[config.mk]
export PLATFORM = sky130hd
export DESIGN_NAME = rv32i_decode_alu
export DESIGN_NICKNAME = d
export VERILOG_FILES = /design/src/rtl/rv32i_pkg.sv /design/src/rtl/rv32i_alu_core.sv /design/src/rtl/rv32i_decode_alu.sv
export SDC_FILE = /design/constraint.sdc
export NUM_CORES = 1
export LEC_CHECK = 0
export BUFFER_PORTS_ARGS = -buffer_cell sky130_fd_sc_hd__buf_2
export CORE_MARGIN = 5
export CORE_UTILIZATION = 56
export CTS_BUF_LIST = sky130_fd_sc_hd__clkbuf_16
export CTS_CLUSTER_DIAMETER = 40
export CTS_CLUSTER_SIZE = 24
export DETAILED_ROUTE_END_ITERATION = 12
export HOLD_SLACK_MARGIN = 0.05
export PLACE_DENSITY = 0.87
export SETUP_SLACK_MARGIN = 0.3
export SLEW_MARGIN = 10
export SYNTH_ARGS = -nofsm -noshare
export SYNTH_HDL_FRONTEND = slang
export SYNTH_HIERARCHICAL = 1
export SYNTH_SLANG_ARGS = --single-unit
[constraint.sdc]
create_clock -name clk -period 6.9 [get_ports clk]
set_input_delay 1.035 -clock clk [delete_from_list [all_inputs] [get_ports clk]]
set_output_delay 1.035 -clock clk [all_outputs]
set_load 0.01 [all_outputs]
[src/rtl/rv32i_pkg.sv]
// Shared RV32I decode constants: opcodes, alu_op classes, ALU operation codes,
// branch funct3 encodings and the control-strobe bundle.
package rv32i_pkg;

  localparam logic [6:0] OPC_R      = 7'b0110011;
  localparam logic [6:0] OPC_I      = 7'b0010011;
  localparam logic [6:0] OPC_LOAD   = 7'b0000011;
  localparam logic [6:0] OPC_STORE  = 7'b0100011;
  localparam logic [6:0] OPC_BRANCH = 7'b1100011;

  typedef enum logic [1:0] {
    ALUOP_ADD    = 2'b00,
    ALUOP_BRANCH = 2'b01,
    ALUOP_R      = 2'b10,
    ALUOP_I      = 2'b11
  } alu_op_e;

  typedef enum logic [3:0] {
    ALU_AND  = 4'b0000,
    ALU_OR   = 4'b0001,
    ALU_ADD  = 4'b0010,
    ALU_XOR  = 4'b0011,
    ALU_SLL  = 4'b0100,
    ALU_SRL  = 4'b0101,
    ALU_SUB  = 4'b0110,
    ALU_SRA  = 4'b0111,
    ALU_SLT  = 4'b1000,
    ALU_SLTU = 4'b1001
  } alu_ctrl_e;

  localparam logic [2:0] F3_BEQ  = 3'b000;
  localparam logic [2:0] F3_BNE  = 3'b001;
  localparam logic [2:0] F3_BLT  = 3'b100;
  localparam logic [2:0] F3_BGE  = 3'b101;
  localparam logic [2:0] F3_BLTU = 3'b110;
  localparam logic [2:0] F3_BGEU = 3'b111;

  typedef struct packed {
    logic    reg_write;
    logic    alu_src;
    logic    mem_write;
    logic    mem_read;
    logic    mem_to_reg;
    logic    branch;
    alu_op_e alu_op;
  } ctrl_t;

  // Shared R/I-type funct3 table; alt selects SUB/SRA where the caller allows it.
  function automatic alu_ctrl_e arith_ctrl(input logic [2:0] funct3, input logic alt_add,
                                           input logic alt_shift);
    case (funct3)
      3'b000:  return alt_add ? ALU_SUB : ALU_ADD;
      3'b001:  return ALU_SLL;
      3'b010:  return ALU_SLT;
      3'b011:  return ALU_SLTU;
      3'b100:  return ALU_XOR;
      3'b101:  return alt_shift ? ALU_SRA : ALU_SRL;
      3'b110:  return ALU_OR;
      default: return ALU_AND;
    endcase
  endfunction

endpackage

[src/rtl/rv32i_alu_core.sv]
// Purely combinational 32-bit RV32I ALU datapath.
// Barrel shifter for SLL/SRL/SRA is built only when ALU_SHIFT_EN is defined.
module rv32i_alu_core
  import rv32i_pkg::*;
(
  input  logic [31:0] a_i,
  input  logic [31:0] b_i,
  input  alu_ctrl_e   ctrl_i,
  output logic [31:0] result_o
);

  logic [31:0] sum;
  logic [31:0] diff;

  assign sum  = a_i + b_i;
  assign diff = a_i - b_i;

  // NOTE: every always_comb output gets a default first so no path can infer a latch.
  always_comb begin
    result_o = '0;
    case (ctrl_i)
      ALU_AND:  result_o = a_i & b_i;
      ALU_OR:   result_o = a_i | b_i;
      ALU_ADD:  result_o = sum;
      ALU_XOR:  result_o = a_i ^ b_i;
      ALU_SUB:  result_o = diff;
      ALU_SLT:  result_o = {31'd0, $signed(a_i) < $signed(b_i)};
      ALU_SLTU: result_o = {31'd0, a_i < b_i};
`ifdef ALU_SHIFT_EN
      ALU_SLL:  result_o = a_i << b_i[4:0];
      ALU_SRL:  result_o = a_i >> b_i[4:0];
      ALU_SRA:  result_o = $unsigned($signed(a_i) >>> b_i[4:0]);
`endif
      default:  result_o = '0;
    endcase
  end

endmodule

[src/rtl/rv32i_decode_alu.sv]
// RV32I decode-and-execute slice: combinational controller and ALU-control decode,
// registered result/zero/branch stage. Optional shifter via ALU_SHIFT_EN.
module rv32i_decode_alu
  import rv32i_pkg::*;
(
  input  logic        clk,
  input  logic        rst_n,
  input  logic        valid_in,
  input  logic [31:0] instr,
  input  logic [31:0] rs1_data,
  input  logic [31:0] rs2_data,
  input  logic [31:0] imm,
  output logic        reg_write,
  output logic        alu_src,
  output logic        mem_write,
  output logic        mem_read,
  output logic        mem_to_reg,
  output logic        branch,
  output logic [1:0]  alu_op,
  output logic [3:0]  alu_ctrl,
  output logic [31:0] alu_result,
  output logic        zero,
  output logic        branch_taken,
  output logic        valid_out
);

  logic [6:0]  opcode;
  logic [2:0]  funct3;
  logic        funct7_b5;
  ctrl_t       ctrl;
  alu_ctrl_e   alu_ctrl_sel;
  logic [31:0] operand_b;
  logic [31:0] alu_result_d, alu_result_q;
  logic        zero_d, zero_q;
  logic        branch_taken_d, branch_taken_q;
  logic        valid_q;
  logic        branch_cond;
  logic        unused_instr_bits;

  assign opcode            = instr[6:0];
  assign funct3            = instr[14:12];
  assign funct7_b5         = instr[30];
  assign unused_instr_bits = ^{instr[31], instr[29:15], instr[11:7]};

  always_comb begin
    ctrl = '{default: '0, alu_op: ALUOP_ADD};
    case (opcode)
      OPC_R: begin
        ctrl.reg_write = 1'b1;
        ctrl.alu_op    = ALUOP_R;
      end
      OPC_I: begin
        ctrl.reg_write = 1'b1;
        ctrl.alu_src   = 1'b1;
        ctrl.alu_op    = ALUOP_I;
      end
      OPC_LOAD: begin
        ctrl.reg_write  = 1'b1;
        ctrl.alu_src    = 1'b1;
        ctrl.mem_read   = 1'b1;
        ctrl.mem_to_reg = 1'b1;
      end
      OPC_STORE: begin
        ctrl.alu_src   = 1'b1;
        ctrl.mem_write = 1'b1;
      end
      OPC_BRANCH: begin
        ctrl.branch = 1'b1;
        ctrl.alu_op = ALUOP_BRANCH;
      end
      default: ;
    endcase
  end

  // Immediate ALU ops honour bit 30 only for shifts: addi with imm[10] set stays ADD.
  always_comb begin
    alu_ctrl_sel = ALU_ADD;
    case (ctrl.alu_op)
      ALUOP_BRANCH: begin
        case (funct3)
          3'b000, 3'b001: alu_ctrl_sel = ALU_SUB;
          3'b100, 3'b101: alu_ctrl_sel = ALU_SLT;
          3'b110, 3'b111: alu_ctrl_sel = ALU_SLTU;
          default:        alu_ctrl_sel = ALU_ADD;
        endcase
      end
      ALUOP_R: alu_ctrl_sel = arith_ctrl(funct3, funct7_b5, funct7_b5);
      ALUOP_I: alu_ctrl_sel = arith_ctrl(funct3, 1'b0, funct7_b5);
      default: alu_ctrl_sel = ALU_ADD;
    endcase
  end

  assign operand_b = ctrl.alu_src ? imm : rs2_data;

  rv32i_alu_core u_alu_core (
    .a_i      (rs1_data),
    .b_i      (operand_b),
    .ctrl_i   (alu_ctrl_sel),
    .result_o (alu_result_d)
  );

  assign zero_d = (alu_result_d == '0);

  always_comb begin
    branch_cond = 1'b0;
    case (funct3)
      F3_BEQ:           branch_cond = zero_d;
      F3_BNE:           branch_cond = !zero_d;
      F3_BLT, F3_BLTU:  branch_cond = alu_result_d[0];
      F3_BGE, F3_BGEU:  branch_cond = !alu_result_d[0];
      default:          branch_cond = 1'b0;
    endcase
  end

  assign branch_taken_d = ctrl.branch & branch_cond;

  // NOTE: sequential state uses non-blocking assignments so all registers see pre-edge values.
  always_ff @(posedge clk) begin
    if (!rst_n) begin
      alu_result_q   <= '0;
      zero_q         <= 1'b0;
      branch_taken_q <= 1'b0;
      valid_q        <= 1'b0;
    end else begin
      valid_q <= valid_in;
      if (valid_in) begin
        alu_result_q   <= alu_result_d;
        zero_q         <= zero_d;
        branch_taken_q <= branch_taken_d;
      end
    end
  end

  assign reg_write    = ctrl.reg_write;
  assign alu_src      = ctrl.alu_src;
  assign mem_write    = ctrl.mem_write;
  assign mem_read     = ctrl.mem_read;
  assign mem_to_reg   = ctrl.mem_to_reg;
  assign branch       = ctrl.branch;
  assign alu_op       = ctrl.alu_op;
  assign alu_ctrl     = alu_ctrl_sel;
  assign alu_result   = alu_result_q;
  assign zero         = zero_q;
  assign branch_taken = branch_taken_q;
  assign valid_out    = valid_q;

endmodule

==> After elaboration in Yosys (flattened, before gate mapping) <==
Index checks and enable logic that the tools add are counted.
{ "op_classes": {"n_addsub": 2, "multipliers": 0, "div": 0, "n_lt_le_gt_ge": 2, "n_eq_ne": 21, "shift": 0, "mux": 15, "bitwise": 4, "n_reduce_logical": 12} }
{ "ops": {"columns": ["op", "count"], "rows": [
  ["$pmux 32 s7", 1],
  ["$lt 32x32->1", 2],
  ["$pmux 4 s7", 2],
  ["$add 32x32->32", 1],
  ["$and 32x32->32", 1],
  ["$logic_not 32->1", 1],
  ["$mux 32", 1],
  ["$or 32x32->32", 1],
  ["$sub 32x32->32", 1],
  ["$xor 32x32->32", 1],
  ["$pmux 4 s3", 2],
  ["$eq 7x6->1 const B", 2],
  ["$eq 3x3->1 const B", 4],
  ["$reduce_or 2->1", 5],
  ["$eq 4x2->1 const B", 2],
  ["$eq 4x4->1 const B", 2],
  ["$eq 7x2->1 const B", 1],
  ["$eq 7x5->1 const B", 1],
  ["$eq 7x7->1 const B", 1],
  ["$eq 3x2->1 const B", 2],
  ["$pmux 2 s3", 1],
  ["$reduce_or 3->1", 2],
  ["$eq 2x2->1 const B", 2],
  ["$eq 4x1->1 const B", 1],
  ["11 further kinds", 16]
]} }
{ "totals": {"regBits": 35, "latch_bits": 0, "mem_bits_rw": 0, "romBits": 0, "output_inout_bits": 47, "elab_cells": 60, "mem_count": 0} }

==> Logic depth before layout (Yosys ltp) <==
{ "depth": {"depth_word": 10, "ltp_mapped": 22, "ltp_nobuf": 20} }

==> By module <==
Netlist, hierarchy kept.
{ "modules_own_cells": {"columns": ["mod", "n_inst", "cells_each", "area_each_um2", "seq_area_each_um2"], "rows": [
  ["rv32i_alu_core", 1, 793, 5014.8, 0.0],
  ["rv32i_decode_alu", 1, 194, 1920.6, 700.7]
]} }

==> Worst setup path before layout <==
Ideal clock, no wire load.
{ "synth_timing": {"kind": "in2reg", "from": "input port instr[2]", "to": "register branch_taken_q (netlist: branch_taken)", "setup_ns": 0.091, "arrival_ns": 5.736, "required_ns": 6.809, "setup_slack_ns": 1.073, "cell_stages": 20, "n_path_buf": 1, "path_cell_list": "nand4bb_4 or2_0 buf_2 a21oi_4 mux2_2 ha_1 fa_1 o21ba_2 nor4_1 o31a_1 o21ai_1 a21oi_1 o31a_1 a311oi_2 a21bo_2 a221o_1 nor4_1 nand4_1 or4_1 a311oi_1"} }
{ "synth_via": {"elab_chain_cells": 10, "elab_cells_between_ends": 34, "cone_classes": "2 x add/sub; 2 x order compare; 14 x eq/ne; 7 x mux; 4 x bitwise; 5 x reduce/logical"} }
{ "synth_lines": {"columns": ["element", "line", "rtl"], "rows": [
  ["from (decl)", "rv32i_decode_alu.sv:9", "input logic [31:0] instr,"],
  ["$eq 7x2->1 (tied with other cells)", "rv32i_decode_alu.sv:47", "case (opcode)"],
  ["$reduce_or 3->1 (no source line) *", null, null],
  ["$mux 1 *", "rv32i_decode_alu.sv:47", null],
  ["$mux 32 *", "rv32i_decode_alu.sv:93", "assign operand_b = ctrl.alu_src ? imm : rs2_data;"],
  ["via operand_b[0]", "rv32i_decode_alu.sv:32", "logic [31:0] operand_b;"],
  ["$sub 32x32->32 / $add 32x32->32 (equally long branches)", "rv32i_alu_core.sv:16, rv32i_alu_core.sv:15", null],
  ["$pmux 32 s7 *", "rv32i_alu_core.sv:21", "case (ctrl_i)"],
  ["via alu_result_d[28]", "rv32i_decode_alu.sv:33", "logic [31:0] alu_result_d, alu_result_q;"],
  ["$logic_not 32->1 *", "rv32i_decode_alu.sv:102", "assign zero_d = (alu_result_d == '0);"],
  ["$logic_not 1->1", "rv32i_decode_alu.sv:108", "F3_BNE: branch_cond = !zero_d;"],
  ["$pmux 1 s4 *", "rv32i_decode_alu.sv:106", "case (funct3)"],
  ["$and 1x1->1 *", "rv32i_decode_alu.sv:115", "assign branch_taken_d = ctrl.branch & branch_cond;"],
  ["to (signal assigned)", "rv32i_decode_alu.sv:129", "branch_taken_q <= branch_taken_d;"],
  ["to (decl)", "rv32i_decode_alu.sv:35", "logic branch_taken_d, branch_taken_q;"]
]} }
The timed path passes the listed nets; every way through them passes the cells marked *.
A chain may end at the register's enable or synchronous reset.

==> Worst setup path in the final report <==
Same ends and word-level chain as after synthesis.

==> summary.md <==
| Metric | Value |
|---|---|
| Cells after Synth | 987 |
| CP startpoint kind | input pin |
| Crit. Startpoint | instr[2] |
| Synth Area per Inst | 7.03 um^2 |
| Setup Skew | 0 ps |
| Iter 0 DRT Violations | 935 |
| Worst EP required | 7070 ps |
| Largest net degree at the start of global routing | 37 |
| Routed wire length | 22,500 um |
| Max Cap Viol | 0 |
| H-tree levels | 2 |
| VDD IR max | 0.0853 mV |
| Starting Density | between 50 and 60% |
| Number of global-route vias before repair | ~7,200 |
| Syn_nets | 1,216 |
| Crit path kind | input pin to flip-flop |
| Worst EP arrival | 6480 ps |
| Seq/Total Area, Yosys | ~10% |
| Status | complete, no violations |
| Worst-path fanout max | 11 |
| Area contributors post-synth | ha_1 17%, dfxtp_1 10%, nor2_1 6.5% |
| Nets | approximately 1,300 |
| Post-place setup slack | about 190 ps |
| Slew @ Worst Pin | between 1000 and 1500 ps |
| Count of pins over their slew limit | 0 |
| DR vias | 7,983 |
| Vias/cell | a little over 6 |
| Netlist cell types | 78 |
| Flops & latches, synth | 35 |
| Worst R2R Start | branch_taken |
| Hold WC Path Type | flip-flop to flip-flop |
| Die height | 121 um |
| Site Rows | 40 |
| Worst Setup End Kind | flip-flop |
| FF-to-FF path depth | 3 |
| Pre-antenna DRT Iters | 6 |
| Hold Buf Count CTS | 0 |
| RR Endpoint | branch_taken |
| DR WL/cell | about 18 um |
| Die X-Extent | around 120 um |
| Worst setup margin | 586 ps |
| Core area | 12,100 um^2 |
| Commonest cells after routing, fill and taps aside | 156 x buf_2, 121 x nor2_1, 98 x inv_1 |
| Dominant synthesized flop cell | dfxtp_1 |
| Port Buffers | 156 |
| Slew margin rel. | a little under a third |
| Area grow syn2layout | 16.3% |
| Worst Setup EP | branch_taken |
| Post-Syn Area | just under 7000 um^2 |
| Gpl congestion | 0.976 |
| Clk root buf | clkbuf_16 |
| Final Cycle Share | 91.5% |
| FF-to-FF setup slack | approximately 6000 ps |
| Ys async rst share | 0% |
| # diodes | 0 |
| DRC Markers | 0 |
| I/O Pins | 178 |
| RSZ-0062 raised after global routing | no |
| Achievable Freq | 0.158 GHz |
| Leakage | 3.97 nW |
| TritonCTS clock tree | built |
| Total grt overflow | 0 |
| PwrDens | between 100 and 150 nW/um^2 |
| Yosys top cell area share | about 17% |
| Layout cells sized above 1 | 23.1% |
| Min Tclk post-route | 6310 ps |
| Clk buf depth | 2 |
| Clk_lat worst skew | 280 ps |
| Initial antenna violation count | 0 |
| Commonest non-fill, non-tap cell in the layout | buf_2 |
| Final number of hold-violating endpoints | 0 |
| Setup tns final | 0 ps |
| Reg clk slew, reported paths | about 50 ps |
| Setup violators final | 0 |
| Die footprint | 14,700 um^2 |
| Routed Antenna Nets | 0 |
| Number of flops mapped to enable cells by yosys | 0 |
| Cell taking the most area after synthesis | ha_1 |
| GRT Total Usage | between 20 and 30% |
| Num Clock Sinks | 35 |
| Synth warn | 6 |
| CTS Buf Count | 5 |
| Hpwl dp | 17,500 um |
| First-pass GRT wire length | approximately 35,000 um |
==> cells by family after synthesis <==
| family | synth area share [%] |
|---|---|
| compound gates | 31.0 |
| xor+xnor | 0.632 |
| fa+ha+maj | 17.9 |
| buf+inv | 9.36 |
| flops | 10.1 |
| mux | 10.7 |
| simple gates | 20.3 |
==> state kept, by name (all words and copies together), names as in the netlist <==
register,cells
alu_result,32
branch_taken,1
valid_out,1
zero,1
==> layer usage <==
metal / routed length, um / share of wire [%] / global-route usage [%]
met4: 350 / 1.6 / 6.79
met3: 2700 / 12 / 3.82
met5: 0 / 0 / 0
met1: 9430 / 42 / 40.3
met2: 10000 / 45 / 47.0
==> critical path, cell delays in order <==
cell and delay [ps]:
buf_2 100, nand4bb_4 240, or2_1 320, a21oi_4 220, buf_12 170, mux2_2 350, inv_1 80, ha_1 360
a2111oi_2 380, o21ai_1 180, a221oi_2 370, o21ai_1 160, a21oi_1 260, nor2_1 120, a221oi_1 380, mux2i_1 240
o211ai_1 190, nor4_2 370, nand4_1 250, or4_1 450, a311oi_1 250
==> through the flow <==
stage          util [%]  cell area [um^2]  hold slack [ps]  total power, mW  std cells
6_report           66.9              8070              493             1.05       1283
5_1_grt            66.9              8070              512             1.11       1283
4_1_cts            66.2              7990              494             1.02       1282
3_5_place_dp       65.1              7850              478            0.801       1275
3_3_place_gp       65.1              7850              467            0.789       1275
2_1_floorplan         -              6940              531            0.629        987
==> cell type report <==
cell class	instances	area, um^2
flip-flops and latches	35	701
fillers	1066	4000
repair buffers	180	973
clock inverters	2	8.76
multi-input cells	792	5670
inverters	101	379
clock buffers	5	125
well taps	168	210
==> synthesized netlist by cell type, drive strengths merged (4+ instances only) <==
cell type	count
nor2	121
inv	99
ha	96
a21oi	87
nand2	72
o21ai	70
clkbuf	38
mux2i	37
dfxtp	35
mux2	33
buf	21
nor3	21
nor4	19
o211ai	18
nor2b	12
o31ai	12
a21o	11
a221o	11
a211oi	10
a31oi	10
nand2b	10
nand3	10
o21bai	10
o22ai	10
and3	8
nand4	7
o221ai	7
a221oi	6
or2	5
or4	5
a21boi	4
o211a	4
o21ba	4
o31a	4
==> what timing repair did <==
action,CTS,global route
endpoints found under the setup margin,0,1
buffers inserted,0,1
resized for setup,0,16
==> how the worst min path moves through the flow <==
stage	start	end	slack [ps]	depth (start not counted)
CTS	alu_result[27]	alu_result[27]	490	2
finish	alu_result[27]	alu_result[27]	490	2
global route	alu_result[3]	alu_result[3]	510	2
floorplan	alu_result[10]	alu_result[10]	530	2
detailed placement	alu_result[2]	alu_result[2]	480	2
global placement	alu_result[30]	alu_result[30]	470	2
==> power breakdown <==
group	leakage [nW]	switching [mW]	internal, mW
clock	0.0671	0.0874	0.130
combinational	3.62	0.354	0.239
sequential	0.289	0.0123	0.223
total	3.97	0.454	0.592
Power figures use the tool's default switching activity.
